### src/rtl/io_vnw_bias_pkg.sv
// Shared types, default constants and the code-stepping helper for the
// IO-ring n-well bias sequencer.
package io_vnw_bias_pkg;

  localparam int CODE_W_DEF   = 6;
  localparam int STEP_W_DEF   = 3;
  localparam int DWELL_W_DEF  = 10;
  localparam int EN_DLY_DEF   = 16;
  localparam int CODE_MAX_DEF = 48;
  localparam int SAT_W        = 16;

  typedef enum logic [2:0] {
    ST_OFF,
    ST_EN_WAIT,
    ST_RAMP,
    ST_DWELL,
    ST_HOLD,
    ST_RAMP_DN
  } state_t;

  // Moves cur toward tgt by at most step (0 acts as 1); never passes tgt.
  // The signed difference is one bit wider than the codes so neither end wraps.
  function automatic logic [SAT_W-1:0] sat_step(input logic [SAT_W-1:0] cur,
                                                input logic [SAT_W-1:0] tgt,
                                                input logic [SAT_W-1:0] step);
    logic signed [SAT_W:0] diff;
    logic signed [SAT_W:0] stp;
    stp  = (step == '0) ? (SAT_W+1)'(1) : $signed({1'b0, step});
    diff = $signed({1'b0, tgt}) - $signed({1'b0, cur});
    if (diff > stp)       sat_step = cur + SAT_W'(stp);
    else if (-diff > stp) sat_step = cur - SAT_W'(stp);
    else                  sat_step = tgt;
  endfunction

endpackage

### src/rtl/io_vnw_bias_seq_if.sv
// Target-code handshake between the pad-control master and the bias sequencer.
interface io_vnw_bias_seq_if
  import io_vnw_bias_pkg::*;
#(
  parameter int CODE_W = CODE_W_DEF
);
  logic              tgt_valid;
  logic              tgt_ready;
  logic [CODE_W-1:0] tgt_code;

  modport master (output tgt_valid, output tgt_code, input tgt_ready);
  modport slave  (input tgt_valid, input tgt_code, output tgt_ready);
endinterface

### src/rtl/io_vnw_bias_timer.sv
// Loadable down-counter shared by the enable delay and the per-step dwell;
// done is high while the count sits at zero.
module io_vnw_bias_timer #(
  parameter int W = 10
) (
  input  logic         clk,
  input  logic         rst_n,
  input  logic         load,
  input  logic [W-1:0] load_val,
  input  logic         dec,
  output logic         done
);
  logic [W-1:0] cnt;

  always_ff @(posedge clk or negedge rst_n) begin
    if (!rst_n)                  cnt <= '0;
    else if (load)               cnt <= load_val;
    else if (dec && cnt != '0)   cnt <= cnt - W'(1);
  end

  assign done = (cnt == '0);
endmodule

### src/rtl/io_vnw_bias_seq.sv
// VNW bias sequencer: enables the bias generator, ramps its DAC code toward an
// accepted target in bounded steps with dwell, and ramps back to zero on release.
module io_vnw_bias_seq
  import io_vnw_bias_pkg::*;
#(
  parameter int CODE_W   = CODE_W_DEF,
  parameter int STEP_W   = STEP_W_DEF,
  parameter int DWELL_W  = DWELL_W_DEF,
  parameter int EN_DLY   = EN_DLY_DEF,
  parameter int CODE_MAX = CODE_MAX_DEF
) (
  input  logic                clk,
  input  logic                rst_n,
  input  logic                enable,
  io_vnw_bias_seq_if.slave    tgt,
  input  logic [STEP_W-1:0]   step_size,
  input  logic [DWELL_W-1:0]  dwell_cyc,
  output logic                bias_en,
  output logic [CODE_W-1:0]   dac_code,
  output logic                busy,
  output logic                settled,
  output logic                range_err
);
  localparam int EN_CNT_W = $clog2(EN_DLY + 1);
  localparam int TMR_W    = (DWELL_W > EN_CNT_W) ? DWELL_W : EN_CNT_W;
  localparam logic [CODE_W-1:0] CODE_MAX_C = CODE_W'(CODE_MAX);
  localparam logic [TMR_W-1:0]  EN_DLY_C   = TMR_W'(EN_DLY);

  state_t            state, state_n;
  logic              bias_en_n, busy_n, settled_n, rerr_n, ready_r, ready_n;
  logic [CODE_W-1:0] dac_n, tgt_r, tgt_n, up_code, dn_code;
  logic              hs, t_load, t_dec, t_done;
  logic [TMR_W-1:0]  t_val, dwell_ext, dwell_up, dwell_dn;

  io_vnw_bias_timer #(.W(TMR_W)) u_timer (
    .clk      (clk),
    .rst_n    (rst_n),
    .load     (t_load),
    .load_val (t_val),
    .dec      (t_dec),
    .done     (t_done)
  );

  assign tgt.tgt_ready = ready_r;
  assign hs      = tgt.tgt_valid && ready_r;
  assign up_code = CODE_W'(sat_step(SAT_W'(dac_code), SAT_W'(tgt_r), SAT_W'(step_size)));
  assign dn_code = CODE_W'(sat_step(SAT_W'(dac_code), '0, SAT_W'(step_size)));

  // Up-ramp spends one cycle in RAMP plus the dwell; ramp-down folds both into
  // one reload so both directions share the same step period.
  assign dwell_ext = TMR_W'(dwell_cyc);
  assign dwell_up  = (dwell_ext == '0) ? '0 : dwell_ext - TMR_W'(1);
  assign dwell_dn  = (dwell_ext == '0) ? TMR_W'(1) : dwell_ext;

  always_ff @(posedge clk or negedge rst_n) begin
    if (!rst_n) begin
      state     <= ST_OFF;
      bias_en   <= 1'b0;
      dac_code  <= '0;
      busy      <= 1'b0;
      settled   <= 1'b0;
      range_err <= 1'b0;
      ready_r   <= 1'b0;
      tgt_r     <= '0;
    end else begin
      state     <= state_n;
      bias_en   <= bias_en_n;
      dac_code  <= dac_n;
      busy      <= busy_n;
      settled   <= settled_n;
      range_err <= rerr_n;
      ready_r   <= ready_n;
      tgt_r     <= tgt_n;
    end
  end

  always_comb begin
    state_n   = state;
    bias_en_n = bias_en;
    dac_n     = dac_code;
    busy_n    = busy;
    rerr_n    = range_err;
    tgt_n     = tgt_r;
    t_load    = 1'b0;
    t_val     = '0;
    t_dec     = 1'b0;
    case (state)
      ST_OFF: begin
        if (enable) begin
          state_n   = ST_EN_WAIT;
          bias_en_n = 1'b1;
          busy_n    = 1'b1;
          t_load    = 1'b1;
          t_val     = EN_DLY_C;
        end
      end
      ST_EN_WAIT: begin
        if (!enable) begin
          state_n = ST_RAMP_DN;
          t_load  = 1'b1;
        end else if (t_done) begin
          state_n = ST_HOLD;
          busy_n  = 1'b0;
        end else begin
          t_dec = 1'b1;
        end
      end
      ST_HOLD: begin
        if (!enable) begin
          state_n = ST_RAMP_DN;
          busy_n  = 1'b1;
          t_load  = 1'b1;
        end else if (hs) begin
          if (tgt.tgt_code > CODE_MAX_C) begin
            rerr_n = 1'b1;
          end else begin
            tgt_n = tgt.tgt_code;
            if (tgt.tgt_code != dac_code) begin
              state_n = ST_RAMP;
              busy_n  = 1'b1;
            end
          end
        end
      end
      ST_RAMP: begin
        if (!enable) begin
          state_n = ST_RAMP_DN;
          t_load  = 1'b1;
        end else begin
          dac_n = up_code;
          if (up_code == tgt_r) begin
            state_n = ST_HOLD;
            busy_n  = 1'b0;
          end else begin
            state_n = ST_DWELL;
            t_load  = 1'b1;
            t_val   = dwell_up;
          end
        end
      end
      ST_DWELL: begin
        if (!enable) begin
          state_n = ST_RAMP_DN;
          t_load  = 1'b1;
        end else if (t_done) begin
          state_n = ST_RAMP;
        end else begin
          t_dec = 1'b1;
        end
      end
      ST_RAMP_DN: begin
        if (dac_code == '0 || (t_done && dn_code == '0)) begin
          state_n   = ST_OFF;
          dac_n     = '0;
          bias_en_n = 1'b0;
          busy_n    = 1'b0;
          tgt_n     = '0;
        end else if (t_done) begin
          dac_n  = dn_code;
          t_load = 1'b1;
          t_val  = dwell_dn;
        end else begin
          t_dec = 1'b1;
        end
      end
      default: state_n = ST_OFF;
    endcase
  end

  assign ready_n   = (state_n == ST_HOLD);
  assign settled_n = (state_n == ST_HOLD) && (dac_n == tgt_n);
endmodule
### src/flat_wrapper.sv
// flat-port wrapper written by rule: the top's interface ports become plain ports
module io_vnw_bias_seq_flat import io_vnw_bias_pkg::*;
#(
  parameter int CODE_W   = CODE_W_DEF,
  parameter int STEP_W   = STEP_W_DEF,
  parameter int DWELL_W  = DWELL_W_DEF,
  parameter int EN_DLY   = EN_DLY_DEF,
  parameter int CODE_MAX = CODE_MAX_DEF
)
  (clk, rst_n, enable, step_size, dwell_cyc, bias_en, dac_code, busy, settled, range_err, tgt_tgt_valid, tgt_tgt_code, tgt_tgt_ready);
  io_vnw_bias_seq_if #(.CODE_W(CODE_W)) tgt_i ();
  input  logic clk;
  input  logic rst_n;
  input  logic enable;
  input  logic [STEP_W-1:0] step_size;
  input  logic [DWELL_W-1:0] dwell_cyc;
  output logic bias_en;
  output logic [CODE_W-1:0] dac_code;
  output logic busy;
  output logic settled;
  output logic range_err;
  input wire logic [$bits(tgt_i.tgt_valid)-1:0] tgt_tgt_valid;
  input wire logic [$bits(tgt_i.tgt_code)-1:0] tgt_tgt_code;
  output wire logic [$bits(tgt_i.tgt_ready)-1:0] tgt_tgt_ready;
  assign tgt_i.tgt_valid = tgt_tgt_valid;
  assign tgt_i.tgt_code = tgt_tgt_code;
  assign tgt_tgt_ready = tgt_i.tgt_ready;
  io_vnw_bias_seq #(.CODE_W(CODE_W), .STEP_W(STEP_W), .DWELL_W(DWELL_W), .EN_DLY(EN_DLY), .CODE_MAX(CODE_MAX)) u_core (.clk(clk), .rst_n(rst_n), .enable(enable), .tgt(tgt_i), .step_size(step_size), .dwell_cyc(dwell_cyc), .bias_en(bias_en), .dac_code(dac_code), .busy(busy), .settled(settled), .range_err(range_err));
endmodule
### config.mk
export PLATFORM = sky130hd
export DESIGN_NAME = io_vnw_bias_seq_flat
export DESIGN_NICKNAME = d
export VERILOG_FILES = /design/src/rtl/io_vnw_bias_pkg.sv /design/src/rtl/io_vnw_bias_seq_if.sv /design/src/rtl/io_vnw_bias_timer.sv /design/src/rtl/io_vnw_bias_seq.sv /design/src/flat_wrapper.sv
export SDC_FILE = /design/constraint.sdc
export NUM_CORES = 1
export LEC_CHECK = 0
export BUFFER_PORTS_ARGS = -buffer_cell sky130_fd_sc_hd__buf_2
export CELL_PAD_IN_SITES_DETAIL_PLACEMENT = 1
export CELL_PAD_IN_SITES_GLOBAL_PLACEMENT = 1
export CORE_MARGIN = 2
export CORE_UTILIZATION = 45
export DETAILED_ROUTE_END_ITERATION = 8
export HOLD_SLACK_MARGIN = 0.05
export PLACE_DENSITY_LB_ADDON = 0.1
export SYNTH_ARGS = -nofsm -noshare
export SYNTH_HDL_FRONTEND = slang
export SYNTH_SLANG_ARGS = --single-unit
### constraint.sdc
create_clock -name clk -period 6 [get_ports clk]
set_input_delay 0.3 -clock clk [delete_from_list [all_inputs] [get_ports clk]]
set_output_delay 0.3 -clock clk [all_outputs]
set_load 0.02 [all_outputs]
==> results.cfg, run 1 <==
[sta]
final_worst_path_period_share_pct = 91.0
slew_headroom_pct = 17.3
fin_tns_setup_ps = 0
fmaxAchievable_ghz = 0.183
period_minus_slack_ps = 5460
setup_repair_after_global_routing_missed_its_margin = no
hold_violations = 0
final-max-slew-violation-count = 0
setup-violations-final = 0
worst-slew-pin-transition_ps = 1230
finClkSkew_ps = 3.95

[clock_network]
clk_transition_reported_paths_ps = 70
cts_buffer_depth = 2
clock_tree.root_cell = sky130_fd_sc_hd__clkbuf_8
htree_num_levels = 2
clock_sinks = 30
post_cts.resized_instances = 0
cts_setup_buffers = 0
insertion_delay_ps = 290
cts-buffers-inserted = 5
tritoncts_clock_tree = built
cts.hold.buffers_added = 0

[cells_and_area]
area_growth_from_synthesis_to_final_layout_pct = 9.28
most-common-layout-cells = sky130_fd_sc_hd__nor2_1 (58), sky130_fd_sc_hd__nand2_1 (45), sky130_fd_sc_hd__o21ai_0 (36)
final_common_cell = sky130_fd_sc_hd__nor2_1
antenna-diode-count = 0
fin_util_pct = 50.0
drive_above_1_share_pct = 11.8
finish.net_count = 601
post_layout_instance_count_excluding_filler_cells = 652
fillCellCount = 1100

[worst_setup_path]
timing.critical_path.arrival_ps = 5680
timing.critical_path.to_type = flip-flop
setup.reg_to_reg.worst_slack_ps = 540
r2r-start = u_core.dac_code[4]
worst_r2r_endpoint = u_core.u_timer.cnt[9]
critical_path.startpoint_type = flip-flop
worst_ep_required_ps = 6220
timing.critical_path.from = u_core.dac_code[4]
timing.setup.critical_path_class = reg -> reg
path_max_fanout = 13
r2r_depth = 19

[global_routing]
grt-ovfl-total = 0
grt_pass1_vias = 4143
grt_first_pass_wirelength_um = 21300
grt_antenna_before_repair = 0
grt_usage_pct = 27.3
pin_count_of_the_biggest_net_entering_global_routing = 31

[yosys]
netlist_instances = 523
synth-seq-area-share_pct = 19.2
netlist_area_mm2 = 0.00391
ys_warn_count = 0
synth_enable_flop_cells = 0
asyncSetResetFlopFracSynth_pct = 100
synth.net_count = 580
ys_seq_elements = 30
synth.avg_cell_area_um2 = 7.47
yosys_most_used_dff = sky130_fd_sc_hd__dfrtp_1
post_synth_num_cell_types = 73

[floorplan]
design.portCount = 34
chipHeight_um = 97.2
initial_core_utilization_pct = 45.7
placeableCoreArea_mm2 = 0.00855
dieWidth_um = 97.2
placement_rows = 34
die-area_mm2 = 0.00945

[route]
drt_drc_violations_left = 0
drtAntennaViolNets = 0
met2_wirelength_um = 5730
wl_per_cell_um = 19.2
route.final.wire_length_um = 12500
drt_first_iter_violations = 182
drt_first_pass_iters = 4
highest_layer = met4
met3RoutedLength_um = 577
detailroute.via_count = 4040
met1_length_um = 6050
vias_per_cell = 6.20

[job]
max-cap-violations = 0

[placed_design]
gp_routability_congestion = 0.930
dp_cells = 645
numPortBuffers = 33
dpl.hpwl_um = 9950

[status]
run_status = complete, no violations

[hold_path]
tightest_hold_check_type = in -> async
==> logic make-up after synthesis <==
kind of cell,after synthesis,synth area share [%]
AO/OA/AOI/OAI,148,26.1
XOR/XNOR,36,8.07
flip-flops,30,19.2
buffers and inverters,62,6.21
AND/OR/NAND/NOR,200,25.6
adder cells (fa/ha/maj),35,11.7
multiplexers,12,3.11
==> state kept, by name, summed over array words and instances, names as in the netlist <==
register / flops
u_core.u_timer.cnt: 10
u_core.range_err: 1
u_core.tgt_r: 6
u_core.tgt.tgt_ready: 1
u_core.state: 3
u_core.bias_en: 1
u_core.settled: 1
u_core.dac_code: 6
u_core.busy: 1
==> worst max-delay path, cell delays in order (launching register included) <==
cell,delay [ps]
sky130_fd_sc_hd__dfrtp_1,620
sky130_fd_sc_hd__inv_2,200
sky130_fd_sc_hd__ha_1,470
sky130_fd_sc_hd__nand2b_1,150
sky130_fd_sc_hd__mux2_2,140
sky130_fd_sc_hd__o2111ai_1,170
sky130_fd_sc_hd__nor2_1,230
sky130_fd_sc_hd__nand3_1,110
sky130_fd_sc_hd__ha_1,290
sky130_fd_sc_hd__nor4bb_1,260
sky130_fd_sc_hd__nand2_1,80
sky130_fd_sc_hd__a21oi_1,190
sky130_fd_sc_hd__o211ai_1,120
sky130_fd_sc_hd__or4_4,470
sky130_fd_sc_hd__a41oi_2,350
sky130_fd_sc_hd__nor2_1,110
sky130_fd_sc_hd__or4_4,660
sky130_fd_sc_hd__or4_1,510
sky130_fd_sc_hd__o211a_1,150
sky130_fd_sc_hd__o21ai_2,100
==> synth_stat cells (5+ instances only) <==
library cell / number / area, µm²
sky130_fd_sc_hd__a211o_1: 6 / 52.6
sky130_fd_sc_hd__a21oi_1: 31 / 155
sky130_fd_sc_hd__and2_1: 5 / 31.3
sky130_fd_sc_hd__buf_2: 8 / 40.0
sky130_fd_sc_hd__clkbuf_1: 18 / 67.6
sky130_fd_sc_hd__dfrtp_1: 30 / 751
sky130_fd_sc_hd__ha_1: 31 / 388
sky130_fd_sc_hd__inv_1: 33 / 124
sky130_fd_sc_hd__mux2i_1: 11 / 110
sky130_fd_sc_hd__nand2_1: 45 / 169
sky130_fd_sc_hd__nand2b_1: 10 / 62.6
sky130_fd_sc_hd__nand3_1: 16 / 80.1
sky130_fd_sc_hd__nor2_1: 58 / 218
sky130_fd_sc_hd__nor2b_1: 8 / 50.1
sky130_fd_sc_hd__nor3_1: 18 / 90.1
sky130_fd_sc_hd__nor4_1: 6 / 37.5
sky130_fd_sc_hd__o21a_1: 5 / 37.5
sky130_fd_sc_hd__o21ai_0: 36 / 180
sky130_fd_sc_hd__o22ai_1: 5 / 31.3
sky130_fd_sc_hd__o31ai_1: 6 / 45.0
sky130_fd_sc_hd__or3_1: 11 / 68.8
sky130_fd_sc_hd__xnor2_1: 26 / 228
sky130_fd_sc_hd__xor2_1: 10 / 87.6
==> per-stage QoR <==
stage,cell area [µm²],hold slack [ps],setup slack [ps]
global route,4270,117,173
floorplan,3910,4.41,998
global placement,4160,383,832
finish,4270,50.1,540
detailed placement,4160,383,615
CTS,4270,76.5,585
==> worst max path at each step <==
stage / to / slack [ps] / depth (start not counted)
floorplan: u_core.u_timer.cnt[9] / 1000 / 20
global placement: u_core.u_timer.cnt[9] / 830 / 19
detailed placement: u_core.u_timer.cnt[9] / 610 / 21
CTS: u_core.u_timer.cnt[9] / 580 / 21
global route: u_core.u_timer.cnt[9] / 170 / 19
finish: u_core.u_timer.cnt[9] / 540 / 19
==> layer usage <==
metal  track usage (%)  vias up
met2              42.6       86
met3              5.18       19
met1              39.1     1993
met5                 0        -
li1                  -     1942
met4              6.61        0
==> final cells by class <==
cell class              count  area (µm²)  share of cell area (%)
multi-input cells         431        2920                    68.4
flip-flops and latches     30         751                    17.6
repair buffers             40         218                    5.10
inverters                  36         135                    3.16
well taps                 108         135                    3.16
clock buffers               6        82.6                    1.93
clock inverters             1        30.0                   0.703
Power of run 1 is not shown: default switching activity piles up to over one toggle a cycle in this logic, so the estimate is an artifact.
==> inputs of run 2 (changes only) <==
--- a/config.mk
+++ b/config.mk
@@ -11,6 +11,7 @@
 export CORE_MARGIN = 2
 export CORE_UTILIZATION = 45
 export DETAILED_ROUTE_END_ITERATION = 8
+export GPL_TIMING_DRIVEN = 0
 export HOLD_SLACK_MARGIN = 0.05
 export PLACE_DENSITY_LB_ADDON = 0.1
 export SYNTH_ARGS = -nofsm -noshare
==> results.cfg, run 2 (same netlist as run 1, synthesis figures left out) <==
[status]
run_status = complete, no violations

[sta]
setup-violations-final = 0
finClkSkew_ps = 11.1
slew_headroom_pct = 20.3
final-max-slew-violation-count = 0
period_minus_slack_ps = 5720
final_worst_path_period_share_pct = 95.3
worst-slew-pin-transition_ps = 1180
fin_tns_setup_ps = 0
hold_violations = 0
setup_repair_after_global_routing_missed_its_margin = no
fmaxAchievable_ghz = 0.175

[route]
drt_drc_violations_left = 0
detailroute.via_count = 4147
drtAntennaViolNets = 0
drt_first_pass_iters = 4
route.final.wire_length_um = 12800
vias_per_cell = 6.16
drt_first_iter_violations = 211
wl_per_cell_um = 19.1

[worst_setup_path]
timing.critical_path.arrival_ps = 5940
worst_ep_required_ps = 6220
timing.critical_path.to_type = flip-flop
path_max_fanout = 10
timing.setup.critical_path_class = reg -> reg
critical_path.startpoint_type = flip-flop

[clock_network]
clock_sinks = 30
tritoncts_clock_tree = built
cts.hold.buffers_added = 0
htree_num_levels = 2
clk_transition_reported_paths_ps = 80
insertion_delay_ps = 290
cts-buffers-inserted = 5
clock_tree.root_cell = sky130_fd_sc_hd__clkbuf_8
cts_buffer_depth = 2

[cells_and_area]
largest_register_ff_count = 10
finish.net_count = 621
final_common_cell = sky130_fd_sc_hd__nor2_1
drive_above_1_share_pct = 12.7
fillCellCount = 1120
area_growth_from_synthesis_to_final_layout_pct = 11.1
antenna-diode-count = 0
post_layout_instance_count_excluding_filler_cells = 673
fin_util_pct = 50.8
multiInputGateArea_mm2 = 0.00293
register_area_um2 = 752
largest-register = u_core.u_timer.cnt
most-common-layout-cells = sky130_fd_sc_hd__nor2_1 (58), sky130_fd_sc_hd__nand2_1 (45), sky130_fd_sc_hd__buf_2 (39)
largestRegisters = u_core.u_timer.cnt: 10 flops, u_core.dac_code: 6 flops, u_core.tgt_r: 6 flops

[floorplan]
initial_core_utilization_pct = 45.7
dieWidth_um = 97.2
chipHeight_um = 97.2
design.portCount = 34
placement_rows = 34
die-area_mm2 = 0.00945
placeableCoreArea_mm2 = 0.00855

[global_routing]
pin_count_of_the_biggest_net_entering_global_routing = 31
grt_usage_pct = 27.7
grt_first_pass_wirelength_um = 21600
grt_pass1_vias = 4115
grt-ovfl-total = 0
grt_antenna_before_repair = 0

[hold_path]
tightest_hold_check_type = in -> async

[placed_design]
dpl.hpwl_um = 10100
numPortBuffers = 32
gp_routability_congestion = 0.915
dp_cells = 663

[job]
max-cap-violations = 0
## run 2: cell types whose count changed in the layout (fill, tap and decap cells not counted), sizes merged
cell,before,now
buf,40,41
clkbuf,6,25
bufinv,1,0
clkinv,2,3
clkinvlp,0,2
inv,34,33
## run 2: repair_timing
| action | 4_1_cts | 5_1_grt |
|---|---|---|
| endpoints found under the setup margin | 0 | 11 |
| resized for setup | 0 | 11 |
| setup buffers | 0 | 2 |
## run 2: per-stage QoR
| stage | hold slack [ps] | setup slack [ps] | instance area (µm²) |
|---|---|---|---|
| after global placement | 390 | 180 | 4200 |
| final | 66.8 | 280 | 4340 |
| after detailed placement | 404 | 55.8 | 4200 |
| after floorplan | 4.41 | 998 | 3910 |
| after CTS | 95.1 | 32.6 | 4300 |
| after global routing | 138 | 27.1 | 4340 |
## run 2: worst paths after layout
path | cells past startpoint | endpoint | slack [ps] | start
worst max register to register | 20 | u_core.u_timer.cnt[9] | 280 | u_core.dac_code[2]
worst min-delay path | 1 | u_core.tgt_r[0] | 70 | rst_n
worst min register to register | 1 | u_core.range_err | 490 | u_core.range_err
min in group clk | 3 | u_core.u_timer.cnt[3] | 290 | dwell_cyc[3]
worst max-delay path | 20 | u_core.u_timer.cnt[9] | 280 | u_core.dac_code[2]
max in group asynchronous | 1 | u_core.dac_code[1] | 5430 | rst_n
## run 2: area by class of cell
| class | instances | share of cell area [%] |
|---|---|---|
| multi-input combinational | 431 | 67.5 |
| sequential | 30 | 17.3 |
| timing repair buffer | 34 | 4.03 |
| inverter | 36 | 3.20 |
| tap | 108 | 3.11 |
| buffer | 26 | 2.62 |
| clock buffer | 6 | 1.90 |
| clock inverter | 2 | 0.288 |
## run 2: critical path: stages (launching register included)
cell and delay, ps:
sky130_fd_sc_hd__dfrtp_1 520, sky130_fd_sc_hd__clkbuf_2 350, sky130_fd_sc_hd__inv_1 140, sky130_fd_sc_hd__ha_1 380, sky130_fd_sc_hd__a21oi_1 240, sky130_fd_sc_hd__mux2_2 190
sky130_fd_sc_hd__o2111ai_1 190, sky130_fd_sc_hd__nor2_1 250, sky130_fd_sc_hd__nand3_1 120, sky130_fd_sc_hd__ha_1 270, sky130_fd_sc_hd__nor4bb_1 270, sky130_fd_sc_hd__nand2_1 90
sky130_fd_sc_hd__a21oi_1 200, sky130_fd_sc_hd__o211ai_1 130, sky130_fd_sc_hd__or4_4 480, sky130_fd_sc_hd__a41oi_4 360, sky130_fd_sc_hd__nor2_1 120, sky130_fd_sc_hd__or4_4 590
sky130_fd_sc_hd__or4_1 500, sky130_fd_sc_hd__o211a_1 160, sky130_fd_sc_hd__o21ai_2 100
## run 2: metal layers
layer / share of wire (%) / track usage (%) / vias to the layer above / wire length [µm]
li1: - / - / 1989 / -
met1: 50 / 41.2 / 2060 / 6460
met2: 45 / 44.3 / 85 / 5780
met3: 3.7 / 3.31 / 13 / 471
met4: 1.0 / 3.90 / 0 / 130
met5: 0 / 0 / - / 0
Power of run 2 is left out for the same reason.
